File: src/rtl/uart_tx.sv
// uart_tx: LSB-first UART serialiser with optional parity and per-bit prescale
module uart_tx #(
    parameter int DATA_WIDTH     = 8,
    parameter int PRESCALE_WIDTH = 5
) (
    input  logic                      CLK,
    input  logic                      Reset,
    input  logic [DATA_WIDTH-1:0]     P_Data,
    input  logic                      Data_valid,
    input  logic                      Parity_EN,
    input  logic                      Parity_type,
    input  logic [PRESCALE_WIDTH-1:0] Prescale,
    output logic                      TX_OUT,
    output logic                      busy,
    output logic                      Done
);
    localparam int IW = DATA_WIDTH > 1 ? $clog2(DATA_WIDTH) : 1;

    typedef enum logic [2:0] {IDLE, START, DATA, PARITY, STOP} state_t;

    state_t                    state, state_n;
    logic [PRESCALE_WIDTH-1:0] cnt, cnt_n, ps, ps_n;
    logic [IW-1:0]             idx, idx_n;
    logic [DATA_WIDTH-1:0]     data, data_n;
    logic                      pen, pen_n, ptype, ptype_n, tx_n, bit_end;

    // Next state, frame parameters latched on accept, and the line value for the next cycle
    always_comb begin
        bit_end = cnt == ps - 1'b1;
        state_n = state;
        idx_n   = idx;
        data_n  = data;
        pen_n   = pen;
        ptype_n = ptype;
        ps_n    = ps;
        cnt_n   = (state == IDLE || bit_end) ? '0 : cnt + 1'b1;
        case (state)
            IDLE: if (Data_valid) begin
                state_n = START;
                idx_n   = '0;
                data_n  = P_Data;
                pen_n   = Parity_EN;
                ptype_n = Parity_type;
                ps_n    = Prescale == '0 ? PRESCALE_WIDTH'(1) : Prescale;
            end
            START: if (bit_end) state_n = DATA;
            DATA: if (bit_end) begin
                idx_n = idx + 1'b1;
                if (idx == IW'(DATA_WIDTH - 1)) begin
                    idx_n   = '0;
                    state_n = pen ? PARITY : STOP;
                end
            end
            PARITY: if (bit_end) state_n = STOP;
            STOP: if (bit_end) state_n = IDLE;
            default: state_n = IDLE;
        endcase
        tx_n = state_n == START  ? 1'b0 :
               state_n == DATA   ? data_n[idx_n] :
               state_n == PARITY ? ^data_n ^ ptype_n : 1'b1;
    end

    // State, counters and registered outputs; Done marks the return to IDLE
    always_ff @(posedge CLK) begin
        if (Reset) begin
            state  <= IDLE;
            cnt    <= '0;
            idx    <= '0;
            data   <= '0;
            pen    <= 1'b0;
            ptype  <= 1'b0;
            ps     <= '0;
            TX_OUT <= 1'b1;
            busy   <= 1'b0;
            Done   <= 1'b0;
        end else begin
            state  <= state_n;
            cnt    <= cnt_n;
            idx    <= idx_n;
            data   <= data_n;
            pen    <= pen_n;
            ptype  <= ptype_n;
            ps     <= ps_n;
            TX_OUT <= tx_n;
            busy   <= state_n != IDLE;
            Done   <= state == STOP && state_n == IDLE;
        end
    end
endmodule

File: config.mk
export PLATFORM = sky130hd
export DESIGN_NAME = uart_tx
export DESIGN_NICKNAME = d
export VERILOG_FILES = /design/src/rtl/uart_tx.sv
export SDC_FILE = /design/constraint.sdc
export NUM_CORES = 1
export LEC_CHECK = 0
export BUFFER_PORTS_ARGS = -buffer_cell sky130_fd_sc_hd__buf_2
export CAP_MARGIN = 15
export CORE_AREA = 2 2 58 60
export DETAILED_ROUTE_END_ITERATION = 16
export DIE_AREA = 0 0 60 62
export PLACE_DENSITY_LB_ADDON = 0.05
export RECOVER_POWER = 100
export SKIP_CTS_REPAIR_TIMING = 1
export SYNTH_ARGS = -nofsm -noshare
export SYNTH_HDL_FRONTEND = slang
export SYNTH_SLANG_ARGS = --single-unit
File: constraint.sdc
create_clock -name CLK -period 3.3 [get_ports CLK]
set_input_delay 0.66 -clock CLK [delete_from_list [all_inputs] [get_ports CLK]]
set_output_delay 0.66 -clock CLK [all_outputs]
set_load 0.1 [all_outputs]
## Yosys cells after proc, flatten, opt, wreduce, memory -nomap -nowiden

Cells that the tools add are included.

- Reduce and logical (&&, ||, !) cells: 9
- Bitwise operators: 1
- Mux-type cells: 22
- Add/subtract/negate cells: 3
- Eq/ne operators: 9
- Order comparisons: 1

Operators with widths:

| kind | count |
|---|---|
| 3-bit two-way mux | 10 |
| 8-bit two-way mux | 2 |
| 3-bit one-hot mux with 5 select lines | 1 |
| 3-bit by 2-bit == test with 1-bit output, second input constant | 4 |
| 8-bit parity | 1 |
| 3-bit by 1-bit == test with 1-bit output, second input constant | 2 |
| 3-bit == test, second input constant | 2 |
| 3-bit zero test | 2 |
| 1-bit two-way mux | 6 |
| 3-bit one-hot mux with 2 select lines | 1 |
| 5-bit by 1-bit adder with 5-bit output, second input constant | 1 |
| 5-bit == test | 1 |
| 5-bit zero test | 1 |
| 5-bit two-way mux | 1 |
| 5-bit by 1-bit subtractor with 5-bit output, second input constant | 1 |
| 3-bit by 4-bit less-than comparator with 1-bit output, second input constant | 1 |
| 3-bit by 1-bit adder with 3-bit output, second input constant | 1 |
| 1-bit binary-select mux with 3-bit select | 1 |
| 3-bit nonzero test | 1 |
| 2-bit AND reduction | 1 |
| 2-bit OR reduction | 1 |
| 1-bit logical AND | 1 |
| 1-bit logical OR | 1 |
| 1-bit XOR | 1 |

- Output and inout bits: 3
- Register bits after elaboration: 29
- Input bits: 18
- Word-level logic and storage cells: 55

## Longest topological paths before layout

Gate-level depths: netlist of run 1.

- Word-level depth: 8
- Mapped depth: 10
- Depth with buffers taken out: 9

## Worst setup path before layout of run 1

No wires, ideal clock.

- Kind: register to register
- Start: register ps[0]
- End: register TX_OUT
- Period minus slack after synthesis: 2.503 ns
- Stages on the path, launching flop included: 10
- Arrival time: 2.376 ns
- Setup time: 0.127 ns
- Data required time: 3.173 ns
- Path buffers: 0
- Setup slack: 0.797 ns
- Cell sequence: dfxtp_1 inv_1 ha_1 o21ba_2 a22oi_2 o2111ai_4 or4_1 a41o_1 a211oi_1 a211oi_2

- Cells in the longest elaborated chain, start to end: 8
- Elaborated cells between the ends (all ways): 17
- Those cells by class: add/sub: 1; eq/ne: 4; mux: 12

RTL lines:

| item | RTL line | source |
|---|---|---|
| start: declaration | 22 | `logic [PRESCALE_WIDTH-1:0] cnt, cnt_n, ps, ps_n;` |
| start signal: assignment | 83 | `ps <= ps_n;` |
| 5-bit by 1-bit subtractor with 5-bit output * | 29 | `bit_end = cnt == ps - 1'b1;` |
| 5-bit == test * | 29 |  |
| 3-bit two-way mux (on tied branches) | - |  |
| 3-bit one-hot mux with 2 select lines or 3-bit one-hot mux with 5 select lines (tied branches) | 37 | `case (state)` |
| 1-bit binary-select mux with 3-bit select or 3-bit by 2-bit == test with 1-bit output (tied branches) | 59, 60 |  |
| 1-bit two-way mux (on tied branches) | 59, 60 |  |
| 1-bit two-way mux | 59 | `state_n == DATA ? data_n[idx_n] :` |
| 1-bit two-way mux * | 58 | `tx_n = state_n == START ? 1'b0 :` |
| end signal: assignment | 84 | `TX_OUT <= tx_n;` |
| end: declaration | 13 | `output logic TX_OUT,` |

Mark *: on every way between the ends. The rest lies on a longest branch, timed or not. The select of a mux whose other input is x is not followed.
A chain may end at the register's enable or synchronous reset.

## Worst setup path in the final report of run 1

Ends and elaborated chain as after synthesis.

==> results of run 1 <==
through the flow:
step | hold WS [ps] | setup slack, ps | power (mW)
global placement | 456 | 620 | 0.529
floorplan | 441 | 797 | 0.499
CTS | 476 | 492 | 0.755
finish | 473 | 491 | 0.746
detailed placement | 464 | 506 | 0.534
global route | 514 | 314 | 0.789
layout by cell type, fill, tap and decap left out, drive strengths merged, types with 5 or more instances in the layout:
master,Yosys,routed
a211oi,6,6
buf,3,17
nand2,34,34
nor3,6,6
a21oi,17,17
nor2,18,18
clkbuf,10,11
xor2,6,6
o21ai,5,5
xnor2,11,11
dfxtp,29,29
layer usage:
metal  vias to the layer above  global-route usage (%)  part of all wire, %  routed length (µm)
met5                         -                       0                    0                   0
met2                        23                    37.3                   49                1700
li1                        728                       -                    -                   -
met1                       661                    23.9                   45                1540
met3                         9                    6.42                  3.8                 131
met4                         0                    10.8                  2.4                  82
logic make-up (layout without fill, tap and decap cells):
logic type,after synthesis,after routing,synth area share (%)
and+or+nand+nor,82,82,24.5
muxes,2,2,1.21
buffers and inverters,17,32,4.48
DFF,29,29,35.2
AOI/OAI and AO/OA,48,48,22.5
xor gates and xnor gates,17,17,9.04
adders and majority gates,4,4,3.04
cell usage after synthesis (all sizes together) (2+ instances only):
cell type | number | area, µm²
a211oi | 6 | 62.6
nor3b | 4 | 30.0
nand2 | 34 | 128
a22oi | 2 | 20.0
nor3 | 6 | 30.0
and3 | 2 | 12.5
or2 | 2 | 12.5
mux2i | 2 | 20.0
buf | 3 | 21.3
and2 | 2 | 12.5
clkbuf | 10 | 37.5
o211a | 2 | 20.0
nand3 | 4 | 20.0
o21ai | 5 | 25.0
xnor2 | 11 | 96.3
ha | 4 | 50.1
nor2 | 18 | 67.6
xor2 | 6 | 52.6
inv | 4 | 15.0
dfxtp | 29 | 581
nor4 | 3 | 18.8
a21oi | 17 | 85.1
a31o | 2 | 17.5
o2111ai | 3 | 43.8
tightest hold or removal path: cells and delay by family, from the launching register on:
kind	cells	cell delay, ps
AO/OA/AOI/OAI	1	50
AND/OR/NAND/NOR	1	50
flip-flops	1	320
sequential cells by signal, indices dropped and copies added, names as in the netlist:
name	count
data	8
state	3
Done	1
ptype	1
pen	1
cnt	5
idx	3
busy	1
TX_OUT	1
ps	5
cell type report:
| class | count | area, µm² | area share (%) |
|---|---|---|---|
| repair buffers | 21 | 100 | 5.56 |
| multi-input cells | 153 | 993 | 55.1 |
| flip-flops and latches | 29 | 581 | 32.2 |
| inverters | 4 | 15.0 | 0.833 |
| clock buffers | 7 | 55.1 | 3.06 |
| well taps | 46 | 57.6 | 3.19 |
how the worst max path moves through the flow:
stage / from / to / slack, ps / cells after the start
after floorplan: ps[0]$_SDFFE_PP0P_ / TX_OUT$_SDFF_PP1_ / 800 / 9
after global placement: ps[0]$_SDFFE_PP0P_ / TX_OUT$_SDFF_PP1_ / 620 / 9
after detailed placement: ps[0]$_SDFFE_PP0P_ / TX_OUT$_SDFF_PP1_ / 510 / 9
after CTS: ps[0]$_SDFFE_PP0P_ / TX_OUT$_SDFF_PP1_ / 490 / 9
after global routing: ps[0]$_SDFFE_PP0P_ / TX_OUT$_SDFF_PP1_ / 310 / 9
final: ps[0]$_SDFFE_PP0P_ / TX_OUT$_SDFF_PP1_ / 490 / 9
power breakdown:
| part | internal, mW | total (mW) | switching (mW) |
|---|---|---|---|
| logic | 0.0561 | 0.142 | 0.0860 |
| registers | 0.365 | 0.381 | 0.0155 |
| clock network | 0.100 | 0.223 | 0.123 |
==> implementation parameters, run 1 <==
Parameter                              Value

Run status
  Result of the run ... finished, final reports clean

Timing
  Slew at the pin closest to its max-slew limit ... 1170 ps
  Relative slew slack ... 22.0%
  Final setup fails ... 0
  RSZ-0062 raised after global routing ... false
  Worst clock skew ... 5.41 ps
  Final critical delay including setup and external delays ... 2810 ps
  Final Cycle Share ... 85.1%
  Slew Viols, Final ... 0
  FMAX ... 0.356 GHz
  Fin. Hold Viols ... 0
  Post-Route Setup TNS ... 0 ps

Setup path
  Crit-path leading delay family ... compound AO/OA/AOI/OAI gates
  Required time of the worst setup path ... 3530 ps
  CP cell instances ... inv_1, ha_1, o21ba_2, a22oi_2, o2111ai_4, or4_1, a41o_1, a211oi_1, a211oi_2
  R2R setup slack ... 490 ps
  Worst Setup End Kind ... register
  Crit-path slowest cell ... sky130_fd_sc_hd__or4_1
  Worst stage delay on the critical path ... 550 ps
  Top fanout value on the critical path ... 16
  Worst setup path category ... reg -> reg
  RR Endpoint ... TX_OUT$_SDFF_PP1_
  Data arrival time of the critical path ... 3040 ps
  WP buf/inv ... 1
  R2R depth ... 9
  Crit path launch type ... register
  Reg2reg start ... ps[0]$_SDFFE_PP0P_

Yosys
  Avg Cell Area, Syn ... 8.28 µm²
  Number of enable-type register cells in the synthesized netlist ... 0
  Number of warnings issued by yosys ... 0
  Count of unique library cells instantiated by Yosys ... 47
  Number of nets produced by synthesis ... 221
  Netlist Area Pre-Place ... 1650 µm²
  #FFs+latches synth ... 29
  Share of the yosys chip area belonging to registers ... 35.2%
  Post-synth ARST share ... 0%
  Commonest register cell after synthesis ... sky130_fd_sc_hd__dfxtp_1
  Synthesized netlist cell count ... 199

Drt
  First DRT Iteration DRCs ... 62
  Number of iterations in the first detailed-routing pass ... 4
  # DRC ... 0
  Remaining antenna violation count after routing ... 0
  Ratio of routed vias to standard cells ... 5.47
  Detailed-route wire length per cell ... 13.3 µm
  Total via count after detailed routing ... 1421
  Total length of routed wires ... 3460 µm

Job
  Max Cap Violations ... 0

CTS
  CTS H-tree lvls ... 2
  Clock root buffer ... sky130_fd_sc_hd__clkbuf_4
  Clk slew on worst S/H paths ... 90 ps
  Worst skew pair latency ... 340 ps
  CTS tree ... built
  CTS Sinks ... 29
  Deepest clock path buffer count ... 2
  Number of buffers created by CTS ... 5

Min path
  HP Class ... reg -> reg
  Hold path cells ... 2
  Critical hold path startpoint ... ptype$_SDFF_PP0_
  WHS Endpoint ... ptype$_SDFF_PP0_

Global routing
  GRT overflow ... 0
  Number of global-route vias before repair ... 1362
  Maximum number of pins on one net before global-route repair ... 26
  Overall Global Routing Usage ... 21.4%
  First-pass GRT wire length ... 5870 µm
  Antenna violations before repair ... 0

Floorplan
  Placement row count ... 21
  Die boundary height ... 62 µm
  Initial core utilization ... 51.8%
  Die Wd ... 60 µm
  Top-Level Pins ... 21
  Area of the placeable core ... 3180 µm²
  Area of the die ... 3720 µm²

Finish
  Relative area change from synthesis to final layout ... 9.34%
  Number of diodes ... 0
  Final instance area ... 1800 µm²
  Post-route non-filler standard cell count ... 260
  Layout cells sized above 1 ... 15.9%
  Final #Nets ... 236
  Total of fill cells in the finished design ... 297
  End-of-flow core utilization ... 56.7%

Placed design
  Post-DP Area ... 1750 µm²
  Gp weighted congestion ... 0.880
  Number of placed instances with taps included ... 253
  Quantity of I/O buffers inserted on ports ... 20
  DP HPWL ... 2460 µm

Power and ir drop
  Cell area power density ... 414 nW/µm²
  Worst IR drop on VDD ... 275 µV
  Static Leakage ... 0.680 nW
Note: power is estimated with default switching activity, not from simulation.
==> inputs of run 2 (changes only) <==
ABC_AREA = 1   (was unset)
CORE_AREA = 2 2 59 61   (was 2 2 58 60)
DIE_AREA = 0 0 61 63   (was 0 0 60 62)
==> run 2 against run 1 <==
Clock-buffer cell count is the same. Design area up 3.6%. Setup slack gained 310 ps. Global-route usage down 0.13 points. Cell count rose by 26%. Maximum frequency up 12%. Clock power increased by 14%. Register-to-register slack improved by 310 ps. Sequential power is essentially flat. Largest cell class unchanged.
==> implementation parameters, run 2 <==
Parameter                              Value

Timing
  Slew at the pin closest to its max-slew limit ... 1160 ps (was 1170 ps)
  Final Cycle Share ... 75.7% (was 85.1%)
  Final critical delay including setup and external delays ... 2500 ps (was 2810 ps)
  Fin. Hold Viols ... 0 (unchanged)
  Slew Viols, Final ... 0 (unchanged)
  Final setup fails ... 0 (unchanged)
  Relative slew slack ... 23.2% (was 22.0%)
  FMAX ... 0.400 GHz (was 0.356 GHz)
  RSZ-0062 raised after global routing ... false (unchanged)
  Worst hold slack ... 478 ps (was 473 ps)
  Worst clock skew ... 17.9 ps (was 5.41 ps)
  Post-Route Setup TNS ... 0 ps (unchanged)

Yosys
  Most common cell in the netlist ... sky130_fd_sc_hd__nand2_1 (unchanged)
  Netlist Area Pre-Place ... 1710 µm² (was 1650 µm²)
  Count of unique library cells instantiated by Yosys ... 32 (was 47)
  Number of warnings issued by yosys ... 0 (unchanged)
  Number of nets produced by synthesis ... 282 (was 221)
  Cell types with the largest area share after synthesis ... sky130_fd_sc_hd__dfxtp_1, sky130_fd_sc_hd__nand2_1, sky130_fd_sc_hd__inv_1 (was sky130_fd_sc_hd__dfxtp_1, sky130_fd_sc_hd__nand2_1, sky130_fd_sc_hd__xnor2_1)
  #FFs+latches synth ... 29 (unchanged)
  Leading post-synthesis cells by instance count ... sky130_fd_sc_hd__nand2_1, sky130_fd_sc_hd__inv_1, sky130_fd_sc_hd__nor2_1 (was sky130_fd_sc_hd__nand2_1, sky130_fd_sc_hd__dfxtp_1, sky130_fd_sc_hd__nor2_1)
  Biggest area consumer among synthesized cells ... sky130_fd_sc_hd__dfxtp_1 (unchanged)
  Post-synth ARST share ... 0% (unchanged)
  Synthesized netlist cell count ... 260 (was 199)
  Avg Cell Area, Syn ... 6.56 µm² (was 8.28 µm²)
  Proportion of netlist area held by the largest area contributor ... 34.0% (was 35.2%)
  Commonest register cell after synthesis ... sky130_fd_sc_hd__dfxtp_1 (unchanged)
  Share of the yosys chip area belonging to registers ... 34.0% (was 35.2%)
  Number of enable-type register cells in the synthesized netlist ... 0 (unchanged)

Finish
  Final instance area ... 1870 µm² (was 1800 µm²)
  Number of diodes ... 0 (unchanged)
  Number of flip-flops in the largest register ... 8 (unchanged)
  Post-route non-filler standard cell count ... 328 (was 260)
  Layout cells sized above 1 ... 13.1% (was 15.9%)
  Total of fill cells in the finished design ... 342 (was 297)
  Largest registers ... data (8), cnt (5), ps (5) (unchanged)
  Relative area change from synthesis to final layout ... 9.38% (was 9.34%)
  Most common library cell in the layout ignoring fill and taps ... sky130_fd_sc_hd__nand2_1 (unchanged)
  Register with the highest flop count ... data (unchanged)
  Most used cells in the layout excluding fill and tap cells ... sky130_fd_sc_hd__nand2_1, sky130_fd_sc_hd__inv_1, sky130_fd_sc_hd__nor2_1, sky130_fd_sc_hd__dfxtp_1, sky130_fd_sc_hd__nand3_1 (was sky130_fd_sc_hd__nand2_1, sky130_fd_sc_hd__dfxtp_1, sky130_fd_sc_hd__nor2_1, sky130_fd_sc_hd__a21oi_1, sky130_fd_sc_hd__buf_2)
  Final #Nets ... 303 (was 236)
  End-of-flow core utilization ... 57.8% (was 56.7%)

Power and ir drop
  Static Leakage ... 0.963 nW (was 0.680 nW)
  Cell area power density ... 458 nW/µm² (was 414 nW/µm²)
  Worst IR drop on VDD ... 227 µV (was 275 µV)

Setup path
  Origin of the worst setup path ... state[2]$_SDFF_PP0_ (was ps[0]$_SDFFE_PP0P_)
  Critical Path End ... TX_OUT$_SDFF_PP1_ (unchanged)
  R2R depth ... 14 (was 9)
  Top fanout value on the critical path ... 30 (was 16)
  Worst setup path category ... reg -> reg (unchanged)
  Required time of the worst setup path ... 3540 ps (was 3530 ps)
  RR Endpoint ... TX_OUT$_SDFF_PP1_ (unchanged)
  Data arrival time of the critical path ... 2730 ps (was 3040 ps)
  Reg2reg start ... state[2]$_SDFF_PP0_ (was ps[0]$_SDFFE_PP0P_)
  Worst Setup End Kind ... register (unchanged)
  R2R setup slack ... 800 ps (was 490 ps)
  Crit path launch type ... register (unchanged)

Drt
  Ratio of routed vias to standard cells ... 4.88 (was 5.47)
  Detailed-route wire length per cell ... 10.4 µm (was 13.3 µm)
  Total length of routed wires ... 3400 µm (was 3460 µm)
  First DRT Iteration DRCs ... 53 (was 62)
  Remaining antenna violation count after routing ... 0 (unchanged)
  Number of iterations in the first detailed-routing pass ... 4 (unchanged)
  Total via count after detailed routing ... 1600 (was 1421)
  # DRC ... 0 (unchanged)

Placed design
  Gp weighted congestion ... 0.797 (was 0.880)
  Number of placed instances with taps included ... 320 (was 253)
  DP HPWL ... 2600 µm (was 2460 µm)
  Quantity of I/O buffers inserted on ports ... 20 (unchanged)
  Post-DP Area ... 1820 µm² (was 1750 µm²)

CTS
  Clk slew on worst S/H paths ... 90 ps (about the same)
  CTS Sinks ... 29 (unchanged)
  CTS H-tree lvls ... 2 (unchanged)
  CTS tree ... built (unchanged)
  Worst skew pair latency ... 350 ps (was 340 ps)
  Clock root buffer ... sky130_fd_sc_hd__clkbuf_4 (unchanged)
  Number of buffers created by CTS ... 5 (unchanged)
  Deepest clock path buffer count ... 2 (unchanged)

Global routing
  Antenna violations before repair ... 0 (unchanged)
  GRT overflow ... 0 (unchanged)
  First-pass GRT wire length ... 6230 µm (was 5870 µm)
  Overall Global Routing Usage ... 21.3% (was 21.4%)
  Number of global-route vias before repair ... 1482 (was 1362)
  Maximum number of pins on one net before global-route repair ... 31 (was 26)

Floorplan
  Area of the die ... 3840 µm² (was 3720 µm²)
  Placement row count ... 21 (unchanged)
  Die Wd ... 61 µm (was 60 µm)
  Area of the placeable core ... 3230 µm² (was 3180 µm²)
  Initial core utilization ... 52.8% (was 51.8%)
  Die boundary height ... 63 µm (was 62 µm)
  Top-Level Pins ... 21 (unchanged)

Min path
  HP Class ... reg -> reg (unchanged)

Job
  Max Cap Violations ... 0 (unchanged)

Run status
  Result of the run ... finished, final reports clean (unchanged)
==> run 2: changes by cell type after synthesis, sizes merged, moves of 8 or more <==
cell / before / now
nand3: 4 / 25
nand2: 34 / 68
o21ai: 5 / 19
a21oi: 17 / 9
nor2: 18 / 35
xnor2: 11 / 3
inv: 4 / 46
==> run 2: cells by family after synthesis <==
family	share of synthesized area (%)
and+or+nand+nor	34.6
buffers and inverters	12.5
AOI/OAI and AO/OA	12.8
DFF	34.0
xor gates and xnor gates	2.57
adders and majority gates	2.93
muxes	0.587
==> run 2: per-stage QoR <==
stage,setup slack [ps],total power [mW]
finish,803,0.854
CTS,1110,0.865
global route,404,0.913
detailed placement,940,0.615
global placement,915,0.613
floorplan,1340,0.571
==> run 2: final cells by class <==
type / instances / area [µm²] / area share, %
multi-input cells: 179 / 890 / 47.7
clock buffers: 7 / 65.1 / 3.49
inverters: 46 / 173 / 9.25
repair buffers: 20 / 96.3 / 5.16
flip-flops and latches: 29 / 581 / 31.1
well taps: 46 / 57.6 / 3.08
clock inverters: 1 / 5.00 / 0.268
==> run 2: worst min-delay path by stage <==
stage | start | end | slack [ps] | cells after the start
floorplan | cnt[0]$_SDFF_PP0_ | cnt[0]$_SDFF_PP0_ | 440 | 1
CTS | ps[4]$_SDFFE_PP0P_ | ps[4]$_SDFFE_PP0P_ | 490 | 2
global route | ps[4]$_SDFFE_PP0P_ | ps[4]$_SDFFE_PP0P_ | 510 | 2
finish | ps[4]$_SDFFE_PP0P_ | ps[4]$_SDFFE_PP0P_ | 480 | 2
global placement | ps[4]$_SDFFE_PP0P_ | ps[4]$_SDFFE_PP0P_ | 460 | 2
detailed placement | ps[4]$_SDFFE_PP0P_ | ps[4]$_SDFFE_PP0P_ | 470 | 2
==> run 2: power breakdown <==
group | switching (mW) | internal, mW | leakage (nW)
logic | 0.142 | 0.0745 | 0.684
clock network | 0.132 | 0.123 | 0.0413
registers | 0.0102 | 0.373 | 0.238
==> run 2: routing by layer <==
layer	global-route usage [%]	wire length, µm
met1	27.1	1660
met2	33.7	1530
met3	6.21	163
met4	7.34	47
met5	0	0
==> run 2: worst max-delay path: stages (launching register included) <==
cell and delay, ps:
sky130_fd_sc_hd__dfxtp_1 340, sky130_fd_sc_hd__nor2_1 440, sky130_fd_sc_hd__nand3_4 420, sky130_fd_sc_hd__o21ai_1 360, sky130_fd_sc_hd__clkinv_1 130, sky130_fd_sc_hd__nand2_1 100, sky130_fd_sc_hd__nand2_1 50, sky130_fd_sc_hd__nand3_1 90
sky130_fd_sc_hd__nand2_1 60, sky130_fd_sc_hd__nand2_1 70, sky130_fd_sc_hd__nand2_1 50, sky130_fd_sc_hd__nand2_1 50, sky130_fd_sc_hd__nand2_1 60, sky130_fd_sc_hd__a21oi_1 120, sky130_fd_sc_hd__nand2_1 60
==> inputs of run 3 (changes only) <==
clock period = 2.5 ns   (was 3.3 ns; I/O delays follow)
==> run 3 against run 2 <==
Critical endpoint unchanged. Largest cell class unchanged. Via count is 1.3% lower. Setup slack got worse by 480 ps. Non-clock buffer count increased by 1. Clock skew shrank 7.9 ps. Combinational power rose by 32%. Clock-buffer cell count shrank 1.
==> implementation parameters, run 3 (synthesized netlist as in run 2, its figures left out) <==
Parameter                              Value

Finish
  Total of fill cells in the finished design ... 340 (was 342)
  Final #Nets ... 304 (was 303)
  Post-route non-filler standard cell count ... 329 (was 328)
  Largest registers ... data (8), cnt (5), ps (5) (unchanged)
  Number of flip-flops in the largest register ... 8 (unchanged)
  Number of diodes ... 0 (unchanged)
  Most common library cell in the layout ignoring fill and taps ... sky130_fd_sc_hd__nand2_1 (unchanged)
  Most used cells in the layout excluding fill and tap cells ... sky130_fd_sc_hd__nand2_1, sky130_fd_sc_hd__inv_1, sky130_fd_sc_hd__nor2_1, sky130_fd_sc_hd__dfxtp_1, sky130_fd_sc_hd__nand3_1 (unchanged)
  Relative area change from synthesis to final layout ... 9.09% (was 9.38%)
  Layout cells sized above 1 ... 14.1% (was 13.1%)
  Register with the highest flop count ... data (unchanged)

Floorplan
  Area of the die ... 3840 µm² (unchanged)
  Die boundary height ... 63 µm (unchanged)
  Initial core utilization ... 52.8% (unchanged)
  Die Wd ... 61 µm (unchanged)
  Placement row count ... 21 (unchanged)
  Area of the placeable core ... 3230 µm² (unchanged)
  Top-Level Pins ... 21 (unchanged)

Min path
  HP Class ... in -> reg (was reg -> reg)

CTS
  Worst skew pair latency ... 330 ps (was 350 ps)
  Number of buffers created by CTS ... 5 (unchanged)
  Deepest clock path buffer count ... 2 (unchanged)
  CTS tree ... built (unchanged)
  Clock root buffer ... sky130_fd_sc_hd__clkbuf_4 (unchanged)
  Clk slew on worst S/H paths ... 100 ps (was 90 ps)
  CTS Sinks ... 29 (unchanged)
  CTS H-tree lvls ... 2 (unchanged)

Timing
  Final setup fails ... 0 (unchanged)
  FMAX ... 0.459 GHz (was 0.400 GHz)
  Final critical delay including setup and external delays ... 2180 ps (was 2500 ps)
  Slew Viols, Final ... 0 (unchanged)
  Post-Route Setup TNS ... 0 ps (unchanged)
  Worst hold slack ... 425 ps (was 478 ps)
  Post-layout worst setup margin ... 321 ps (was 803 ps)
  Relative slew slack ... 22.9% (was 23.2%)
  RSZ-0062 raised after global routing ... false (unchanged)
  Worst clock skew ... 10.1 ps (was 17.9 ps)
  Slew at the pin closest to its max-slew limit ... 1160 ps (about the same)
  Final Cycle Share ... 87.1% (was 75.7%)
  Fin. Hold Viols ... 0 (unchanged)

Drt
  # DRC ... 0 (unchanged)
  Remaining antenna violation count after routing ... 0 (unchanged)
  Total length of routed wires ... 3530 µm (was 3400 µm)
  Number of iterations in the first detailed-routing pass ... 4 (unchanged)
  Ratio of routed vias to standard cells ... 4.80 (was 4.88)
  First DRT Iteration DRCs ... 66 (was 53)
  Total via count after detailed routing ... 1579 (was 1600)
  Detailed-route wire length per cell ... 10.7 µm (was 10.4 µm)

Placed design
  Number of placed instances with taps included ... 321 (was 320)
  DP HPWL ... 2610 µm (was 2600 µm)
  Gp weighted congestion ... 0.861 (was 0.797)
  Quantity of I/O buffers inserted on ports ... 20 (unchanged)
  Worst-case setup slack after placement ... 376 ps (was 940 ps)

Global routing
  First-pass GRT wire length ... 6440 µm (was 6230 µm)
  Number of global-route vias before repair ... 1502 (was 1482)
  Antenna violations before repair ... 0 (unchanged)
  Overall Global Routing Usage ... 22.0% (was 21.3%)
  Maximum number of pins on one net before global-route repair ... 22 (was 31)
  GRT overflow ... 0 (unchanged)

Power and ir drop
  Static Leakage ... 0.958 nW (was 0.963 nW)
  Worst IR drop on VDD ... 277 µV (was 227 µV)
  Cell area power density ... 575 nW/µm² (was 458 nW/µm²)

Setup path
  Required time of the worst setup path ... 2780 ps (was 3540 ps)
  Top fanout value on the critical path ... 11 (was 30)
  Crit path launch type ... register (unchanged)
  Worst setup path category ... reg -> reg (unchanged)
  Worst Setup End Kind ... register (unchanged)
  Data arrival time of the critical path ... 2460 ps (was 2730 ps)

Run status
  Result of the run ... finished, final reports clean (unchanged)

Job
  Max Cap Violations ... 0 (unchanged)
-- run 3: report_power, final --
group / switching [mW] / total [mW] / internal, mW
logic: 0.189 / 0.287 / 0.0979
clock network: 0.170 / 0.276 / 0.107
registers: 0.0154 / 0.507 / 0.492
total: 0.374 / 1.07 / 0.697
-- run 3: final cells by class --
type                            count  area, µm²  share of cell area (%)
Timing Repair Buffer               21        100                    5.38
Clock buffer                        6       41.3                    2.22
Tap cell                           46       57.6                    3.09
Inverter                           46        173                    9.27
Sequential cell                    29        581                    31.2
Clock inverter                      2       10.0                   0.538
Multi-Input combinational cell    179        900                    48.3
-- run 3: routing by layer --
metal  global-route usage, %  up-vias  routed length, µm
met1                    27.9      690               1810
met4                    7.34        0                 50
li1                        -      858                  -
met5                       0        -                  0
met3                    6.83        6                127
met2                    34.7       25               1540
-- run 3: critical path, stage by stage (launching register included) --
cell,delay [ps]
sky130_fd_sc_hd__dfxtp_1,390
sky130_fd_sc_hd__inv_2,60
sky130_fd_sc_hd__ha_1,320
sky130_fd_sc_hd__nand2_1,70
sky130_fd_sc_hd__nand2_1,50
sky130_fd_sc_hd__nor2_1,80
sky130_fd_sc_hd__nand2_1,60
sky130_fd_sc_hd__nor2_2,130
sky130_fd_sc_hd__nand2_2,160
sky130_fd_sc_hd__nand2_1,90
sky130_fd_sc_hd__nand3_1,180
sky130_fd_sc_hd__nand2_2,160
sky130_fd_sc_hd__nand2_1,60
sky130_fd_sc_hd__nand3_1,60
sky130_fd_sc_hd__nand3_1,70
sky130_fd_sc_hd__nand3_1,80
sky130_fd_sc_hd__nand2_1,50
sky130_fd_sc_hd__nand2_1,50
-- run 3: worst paths after layout --
path                                          from                 end  slack, ps  cells past startpoint
worst max-delay path            ps[0]$_SDFFE_PP0P_   TX_OUT$_SDFF_PP1_        320                     17
worst min-delay path                     P_Data[3]  data[3]$_SDFF_PP0_        420                      3
worst max register to register  ps[0]$_SDFFE_PP0P_   TX_OUT$_SDFF_PP1_        320                     17
worst min register to register    pen$_SDFFE_PP0P_    pen$_SDFFE_PP0P_        490                      2
-- run 3: per-stage QoR --
| stage | power [mW] | utilization (%) | instance area (µm²) |
|---|---|---|---|
| 2_1_floorplan | 0.753 | - | 1710 |
| 6_report | 1.07 | 57.6 | 1860 |
| 5_1_grt | 1.16 | 57.6 | 1860 |
| 4_1_cts | 1.09 | 58.2 | 1880 |
| 3_3_place_gp | 0.811 | 56.6 | 1830 |
| 3_5_place_dp | 0.813 | 56.6 | 1830 |
